**config.mk**
```make
export PLATFORM = sky130hd
export DESIGN_NAME = synaptic_accumulator
export DESIGN_NICKNAME = d
export VERILOG_FILES = /design/src/rtl/synaptic_accumulator.sv
export SDC_FILE = /design/constraint.sdc
export NUM_CORES = 1
export LEC_CHECK = 0
export ABC_AREA = 0
export CORE_MARGIN = 5
export CORE_UTILIZATION = 60
export DETAILED_ROUTE_END_ITERATION = 8
export GPL_ROUTABILITY_DRIVEN = 0
export MAX_ROUTING_LAYER = met4
export PLACE_DENSITY = 0.79
export SLEW_MARGIN = 20
export SYNTH_ARGS = -nofsm -noshare
export SYNTH_HDL_FRONTEND = slang
export SYNTH_SLANG_ARGS = --single-unit
```
**constraint.sdc**
```tcl
create_clock -name clk -period 6.2 [get_ports clk]
set_input_delay 1.24 -clock clk [delete_from_list [all_inputs] [get_ports clk]]
set_output_delay 1.24 -clock clk [all_outputs]
set_load 0.02 [all_outputs]
```
**src/rtl/synaptic_accumulator.sv**
```systemverilog
// Synaptic current accumulator.
// For each accepted spike from neuron src, the block walks every target
// neuron tgt, fetches weight(src, tgt) from an external synchronous
// weight memory and adds it, with Q9.8 saturation, into acc[tgt].
// Each target takes two cycles: RD presents the address and ACC consumes
// the weight returned one cycle later.
module synaptic_accumulator #(
    parameter int N_NEURONS = 16,
    parameter int ID_W      = 4
) (
    input  logic                clk,
    input  logic                rst_n,
    input  logic                spk_valid,
    input  logic [ID_W-1:0]     spk_id,
    output logic                spk_ready,
    output logic [2*ID_W-1:0]   w_addr,
    input  logic [16:0]         w_data,
    input  logic                step_clear,
    input  logic [ID_W-1:0]     i_rd_addr,
    output logic [16:0]         i_rd_data,
    output logic                busy,
    output logic                spk_done
);

    typedef enum logic [1:0] {
        IDLE = 2'd0,
        RD   = 2'd1,
        ACC  = 2'd2
    } state_t;

    localparam logic [ID_W-1:0] LAST_TGT = ID_W'(N_NEURONS - 1);

    state_t          state;
    state_t          state_next;
    logic [ID_W-1:0] src;
    logic [ID_W-1:0] tgt;
    logic [ID_W-1:0] tgt_inc;
    logic            accept;
    logic            last_tgt;
    logic [16:0]     acc [N_NEURONS];
    logic [16:0]     acc_sel;
    logic [17:0]     sum;
    logic [16:0]     sum_sat;

    // Handshake, status outputs and next-state selection.
    // A step_clear overrides everything: no acceptance, no completion,
    // and the FSM is forced back to IDLE.
    always_comb begin
        spk_ready  = 1'b0;
        accept     = 1'b0;
        busy       = 1'b0;
        spk_done   = 1'b0;
        last_tgt   = (tgt == LAST_TGT);
        tgt_inc    = tgt + ID_W'(1);
        state_next = state;

        spk_ready = (state == IDLE) && !step_clear;
        accept    = spk_valid && spk_ready;
        busy      = (state != IDLE);

        if (step_clear) begin
            state_next = IDLE;
        end else begin
            case (state)
                IDLE: begin
                    if (accept) begin
                        state_next = RD;
                    end
                end
                RD: begin
                    state_next = ACC;
                end
                ACC: begin
                    if (last_tgt) begin
                        state_next = IDLE;
                        spk_done   = 1'b1;
                    end else begin
                        state_next = RD;
                    end
                end
                default: begin
                    state_next = IDLE;
                end
            endcase
        end
    end

    // State register.
    always_ff @(posedge clk or negedge rst_n) begin
        if (!rst_n) begin
            state <= IDLE;
        end else begin
            state <= state_next;
        end
    end

    // Spike context and weight address. The address is loaded on entry to
    // RD so it is already {src, tgt} throughout RD and then simply holds.
    always_ff @(posedge clk or negedge rst_n) begin
        if (!rst_n) begin
            src    <= '0;
            tgt    <= '0;
            w_addr <= '0;
        end else if (!step_clear) begin
            if (accept) begin
                src    <= spk_id;
                tgt    <= '0;
                w_addr <= {spk_id, {ID_W{1'b0}}};
            end else if (state == ACC && !last_tgt) begin
                tgt    <= tgt_inc;
                w_addr <= {src, tgt_inc};
            end
        end
    end

    // Saturating Q9.8 add of the fetched weight onto the current target.
    // The 18-bit sum's top two bits differ only on overflow; 01 means it
    // overflowed upward, 10 downward.
    always_comb begin
        acc_sel = acc[tgt];
        sum     = {acc_sel[16], acc_sel} + {w_data[16], w_data};
        case (sum[17:16])
            2'b01:   sum_sat = 17'h0FFFF;
            2'b10:   sum_sat = 17'h10000;
            default: sum_sat = sum[16:0];
        endcase
    end

    // Accumulator bank: cleared by reset or step_clear, otherwise only the
    // current target is written, at the end of its ACC cycle.
    always_ff @(posedge clk or negedge rst_n) begin
        if (!rst_n) begin
            for (int i = 0; i < N_NEURONS; i++) begin
                acc[i] <= '0;
            end
        end else if (step_clear) begin
            for (int i = 0; i < N_NEURONS; i++) begin
                acc[i] <= '0;
            end
        end else if (state == ACC) begin
            acc[tgt] <= sum_sat;
        end
    end

    // Combinational read port; a same-cycle write is not yet visible.
    always_comb begin
        i_rd_data = acc[i_rd_addr];
    end

endmodule

```
==> impl_results.html <==
<table>
<tr><th>Metric</th><th>Value</th></tr>
<tr><th colspan="2">Global routing</th></tr>
<tr><td>Remaining Overflow, GRT</td><td>0</td></tr>
<tr><td>Wire length of the first global-routing pass</td><td>around 77 mm</td></tr>
<tr><td>Largest net degree at the start of global routing</td><td>148</td></tr>
<tr><td>Vias in the first global route</td><td>12855</td></tr>
<tr><td>Initial antenna violation count</td><td>2</td></tr>
<tr><td>Total global routing track utilization</td><td>0.363</td></tr>
<tr><th colspan="2">Critical path</th></tr>
<tr><td>Ordered list of cells on the worst path</td><td>buf_4, mux4_2, mux4_2, fa_1, a211oi_2, o211a_1, nor4_2, or3_4, and2_1, inv_1, ha_1, buf_4, nor2b_1, buf_4, a21oi_1, buf_4, o21ai_0</td></tr>
<tr><td>Most numerous cell on the critical path</td><td>buf_4</td></tr>
<tr><td>Arrival time at the worst endpoint</td><td>between 6 and 7 ns</td></tr>
<tr><td>Standard cell with the maximum stage delay on the critical path</td><td>dfrtp_4</td></tr>
<tr><td>Required time reported for the critical path endpoint</td><td>6.63 ns</td></tr>
<tr><td>Category of the most critical setup path</td><td>reg2reg</td></tr>
<tr><td>Startpoint kind of the worst setup timing path</td><td>register</td></tr>
<tr><td>FF-to-FF path depth</td><td>17</td></tr>
<tr><td>Maximum net fanout on the critical path</td><td>24</td></tr>
<tr><td>Largest incremental delay on the critical path</td><td>0.73 ns</td></tr>
<tr><td>Endpoint class of the critical path</td><td>register</td></tr>
<tr><th colspan="2">Layout</th></tr>
<tr><td>FF/Latch Area</td><td>between 0.007 and 0.008 mm2</td></tr>
<tr><td>Area occupied by multi-input gates</td><td>between 0.008 and 0.009 mm2</td></tr>
<tr><td>Commonest non-fill, non-tap cell in the layout</td><td>dfrtp_1</td></tr>
<tr><td>Final net count</td><td>roughly 1400</td></tr>
<tr><td>Synth-to-Final Area Change</td><td>12.6%</td></tr>
<tr><td>Commonest non-fill, non-tap cells in the layout</td><td>dfrtp_1, nand2_1, o21ai_0, mux4_2, o21ai_1</td></tr>
<tr><td>Final design instance area without fill</td><td>around 0.018 mm2</td></tr>
<tr><td>Layout cell share with drive strength beyond 1</td><td>0.242</td></tr>
<tr><td>Number of filler instances in the final layout</td><td>between 1500 and 2000</td></tr>
<tr><th colspan="2">Route</th></tr>
<tr><td>Routed length on met1</td><td>between 15 and 20 mm</td></tr>
<tr><td>Router iterations before antenna repair</td><td>5</td></tr>
<tr><td>DR vias/cell</td><td>~7.4</td></tr>
<tr><td>Uppermost layer routed</td><td>met4</td></tr>
<tr><td>Routed via count</td><td>approximately 12000</td></tr>
<tr><td>DRC</td><td>0</td></tr>
<tr><td>Average detailed-routed wire length per instance</td><td>about 30 um</td></tr>
<tr><td>Detailed Route Iter0 Violations</td><td>between 1500 and 2000</td></tr>
<tr><td>Total length of routed wires</td><td>50.3 mm</td></tr>
<tr><td>Met2 wire length</td><td>around 22 mm</td></tr>
<tr><td>Post-DRT Antenna Nets</td><td>0</td></tr>
<tr><td>Wire length on met3</td><td>7.54 mm</td></tr>
<tr><th colspan="2">Clock network</th></tr>
<tr><td>Buffer levels on the longest clock path</td><td>3</td></tr>
<tr><td>Hold buffer count at CTS</td><td>0</td></tr>
<tr><td>Postcts setup bufs</td><td>0</td></tr>
<tr><td>Number of buffers created by CTS</td><td>30</td></tr>
<tr><td>Clock tree from TritonCTS</td><td>done</td></tr>
<tr><td>Clk Latency, worst-skew pair</td><td>0.57 ns</td></tr>
<tr><td>Clock Sinks</td><td>286</td></tr>
<tr><td>Post-CTS clock slew at the launch and capture registers of the worst setup and hold paths</td><td>roughly 0.060 ns</td></tr>
<tr><td>Depth of the CTS H-tree</td><td>1</td></tr>
<tr><td>Post-cts repair resize count</td><td>0</td></tr>
<tr><td>Root buf cell</td><td>clkbuf_16</td></tr>
<tr><th colspan="2">Synthesis</th></tr>
<tr><td>Sequential cell area fraction in the yosys report</td><td>0.457</td></tr>
<tr><td>Post-synthesis async set-or-reset flop share</td><td>1.00</td></tr>
<tr><td>Dominant register cell in the synthesized netlist</td><td>dfrtp_1</td></tr>
<tr><td>Synthesized instance count</td><td>1313</td></tr>
<tr><td>Yosys warning total</td><td>0</td></tr>
<tr><td>Top cell type by total area after synthesis</td><td>dfrtp_1</td></tr>
<tr><td>Total nets after synthesis</td><td>about 1400</td></tr>
<tr><td>Netlist Area Pre-Place</td><td>around 0.016 mm2</td></tr>
<tr><td>Number of flip-flops and latches in the synthesized netlist</td><td>286</td></tr>
<tr><td>Count of flip-flops with a built-in enable after synthesis</td><td>0</td></tr>
<tr><td>Yosys top cell area share</td><td>0.457</td></tr>
<tr><td>Ranking of synthesized cells by area</td><td>dfrtp_1, mux4_2, nand2_1, o21ai_0, ha_1</td></tr>
<tr><td>Count of cell types in the netlist</td><td>64</td></tr>
<tr><td>Avg Inst Size Synth</td><td>roughly 12 um2</td></tr>
<tr><th colspan="2">STA</th></tr>
<tr><td>Final critical-path share of the clock period</td><td>0.933</td></tr>
<tr><td>Endpoints failing setup</td><td>0</td></tr>
<tr><td>Final count of pins violating max slew</td><td>0</td></tr>
<tr><td>Final setup skew</td><td>approximately 0.013 ns</td></tr>
<tr><td>Max Clock Freq</td><td>about 170 MHz</td></tr>
<tr><td>Shortest clock period the worst path allows after layout</td><td>5.79 ns</td></tr>
<tr><td>Relative max-transition margin</td><td>0.178</td></tr>
<tr><td>Final hold violations</td><td>0</td></tr>
<tr><td>Final sum of negative setup slack</td><td>0 ns</td></tr>
<tr><td>RSZ-0062 raised after global routing</td><td>false</td></tr>
<tr><td>Worst Tran Pin Value</td><td>between 1 and 1.5 ns</td></tr>
<tr><th colspan="2">Placement</th></tr>
<tr><td>Placed instance area</td><td>roughly 0.017 mm2</td></tr>
<tr><td>Total half-perimeter wirelength after legalization and detailed placement</td><td>29.1 mm</td></tr>
<tr><td>Count of port buffers added during placement</td><td>56</td></tr>
<tr><th colspan="2">Die</th></tr>
<tr><td>Starting utilization of the core area</td><td>0.605</td></tr>
<tr><td>Floorplan die area</td><td>between 0.02 and 0.03 mm2</td></tr>
<tr><td>Chip width</td><td>roughly 170 um</td></tr>
<tr><td>Area of the core</td><td>0.0259 mm2</td></tr>
<tr><td>Height of the chip</td><td>172 um</td></tr>
<tr><td>Ports placed on the boundary</td><td>57</td></tr>
<tr><td>Std-Cell Rows</td><td>59</td></tr>
<tr><th colspan="2">Flow run</th></tr>
<tr><td># Max-Cap Violations</td><td>0</td></tr>
<tr><th colspan="2">Power</th></tr>
<tr><td>Power per cell area</td><td>approximately 250 mW/mm2</td></tr>
<tr><td>Leakage power</td><td>roughly 0.0072 uW</td></tr>
<tr><td>Peak VDD IR</td><td>around 0.26 mV</td></tr>
<tr><th colspan="2">Outcome</th></tr>
<tr><td>Outcome</td><td>completed</td></tr>
<tr><th colspan="2">Hold path</th></tr>
<tr><td>Count of cells along the worst hold path</td><td>1</td></tr>
<tr><td>Type of the tightest min-delay check</td><td>reg2reg</td></tr>
</table>
[worst paths after layout]
| check | from | endpoint | slack [ns] |
|---|---|---|---|
| hold reg to reg | state[1] | state[1] | 0.47 |
| max in group asynchronous | rst_n | acc[254] | 4.23 |
| hold / removal | state[1] | state[1] | 0.47 |
| setup reg to reg | w_addr[0] | acc[102] | 0.41 |
| setup / recovery | w_addr[0] | acc[102] | 0.41 |
| min in group asynchronous | rst_n | src[3] | 0.64 |
[cells by family after synthesis]
group	Yosys count	share of synthesized area
AOI/OAI and AO/OA	356	0.143
adders and majority gates	24	0.0196
DFF	286	0.457
xor gates and xnor gates	10	0.00559
muxes	179	0.251
and+or+nand+nor	339	0.0898
buffers and inverters	119	0.0347
[cells in the mapped netlist (5+ instances only)]
| cell type | n |
|---|---|
| a21oi_1 | 29 |
| o21ai_0 | 176 |
| buf_6 | 5 |
| nand2b_1 | 5 |
| nand3_1 | 7 |
| xor2_1 | 7 |
| ha_1 | 23 |
| nor2_1 | 21 |
| o21ai_1 | 56 |
| a32o_1 | 14 |
| mux4_2 | 170 |
| dfrtp_1 | 286 |
| nor3_1 | 6 |
| a31oi_1 | 7 |
| buf_2 | 35 |
| nand2_1 | 269 |
| inv_1 | 10 |
| clkbuf_1 | 62 |
| nor2b_1 | 5 |
| nand4_1 | 6 |
| o21ai_2 | 20 |
| a22o_1 | 18 |
[report_power, final]
part	switching [uW]	internal [uW]
logic	486	235
registers	32.1	1890
clock network	752	1060
total	1270	3190
[area by class of cell]
class | count | share of cell area
Antenna cell | 1 | 0.000142
Clock buffer | 47 | 0.0525
Clock inverter | 7 | 0.00362
Inverter | 10 | 0.00213
Multi-Input combinational cell | 908 | 0.458
Sequential cell | 286 | 0.406
Tap cell | 335 | 0.0238
Timing Repair Buffer | 99 | 0.0537
[metrics by stage]
| step | hold slack [ns] | power [uW] | utilization | std cells | setup slack, ns |
|---|---|---|---|---|---|
| finish | 0.471 | 4460 | 0.681 | 1693 | 0.413 |
| global route | 0.506 | 4570 | 0.681 | 1693 | 0.178 |
| CTS | 0.472 | 4440 | 0.680 | 1691 | 0.461 |
| detailed placement | 0.464 | 2660 | 0.642 | 1637 | 0.565 |
| global placement | 0.459 | 2650 | 0.642 | 1637 | 0.657 |
| floorplan | 0.438 | 2380 | - | 1313 | 0.871 |
[state kept, by name (all words and copies together), names as in the netlist]
signal  cells
w_addr      8
acc       272
src         4
state       2
[metal layers]
metal / vias up / GRT usage
met5: - / -
met4: 0 / 0.172
li1: 4962 / -
met3: 253 / 0.118
met2: 1037 / 0.520
met1: 6203 / 0.475
[critical path, delay by kind of cell (launching register included)]
kind,cells,cell delay [ns]
and+or+nand+nor,4,1.17
buffers and inverters,5,1.09
muxes,2,1.08
AOI/OAI and AO/OA,4,0.90
DFF,1,0.73
adders and majority gates,2,0.70
No activity file was read; power rests on OpenSTA's default activity.
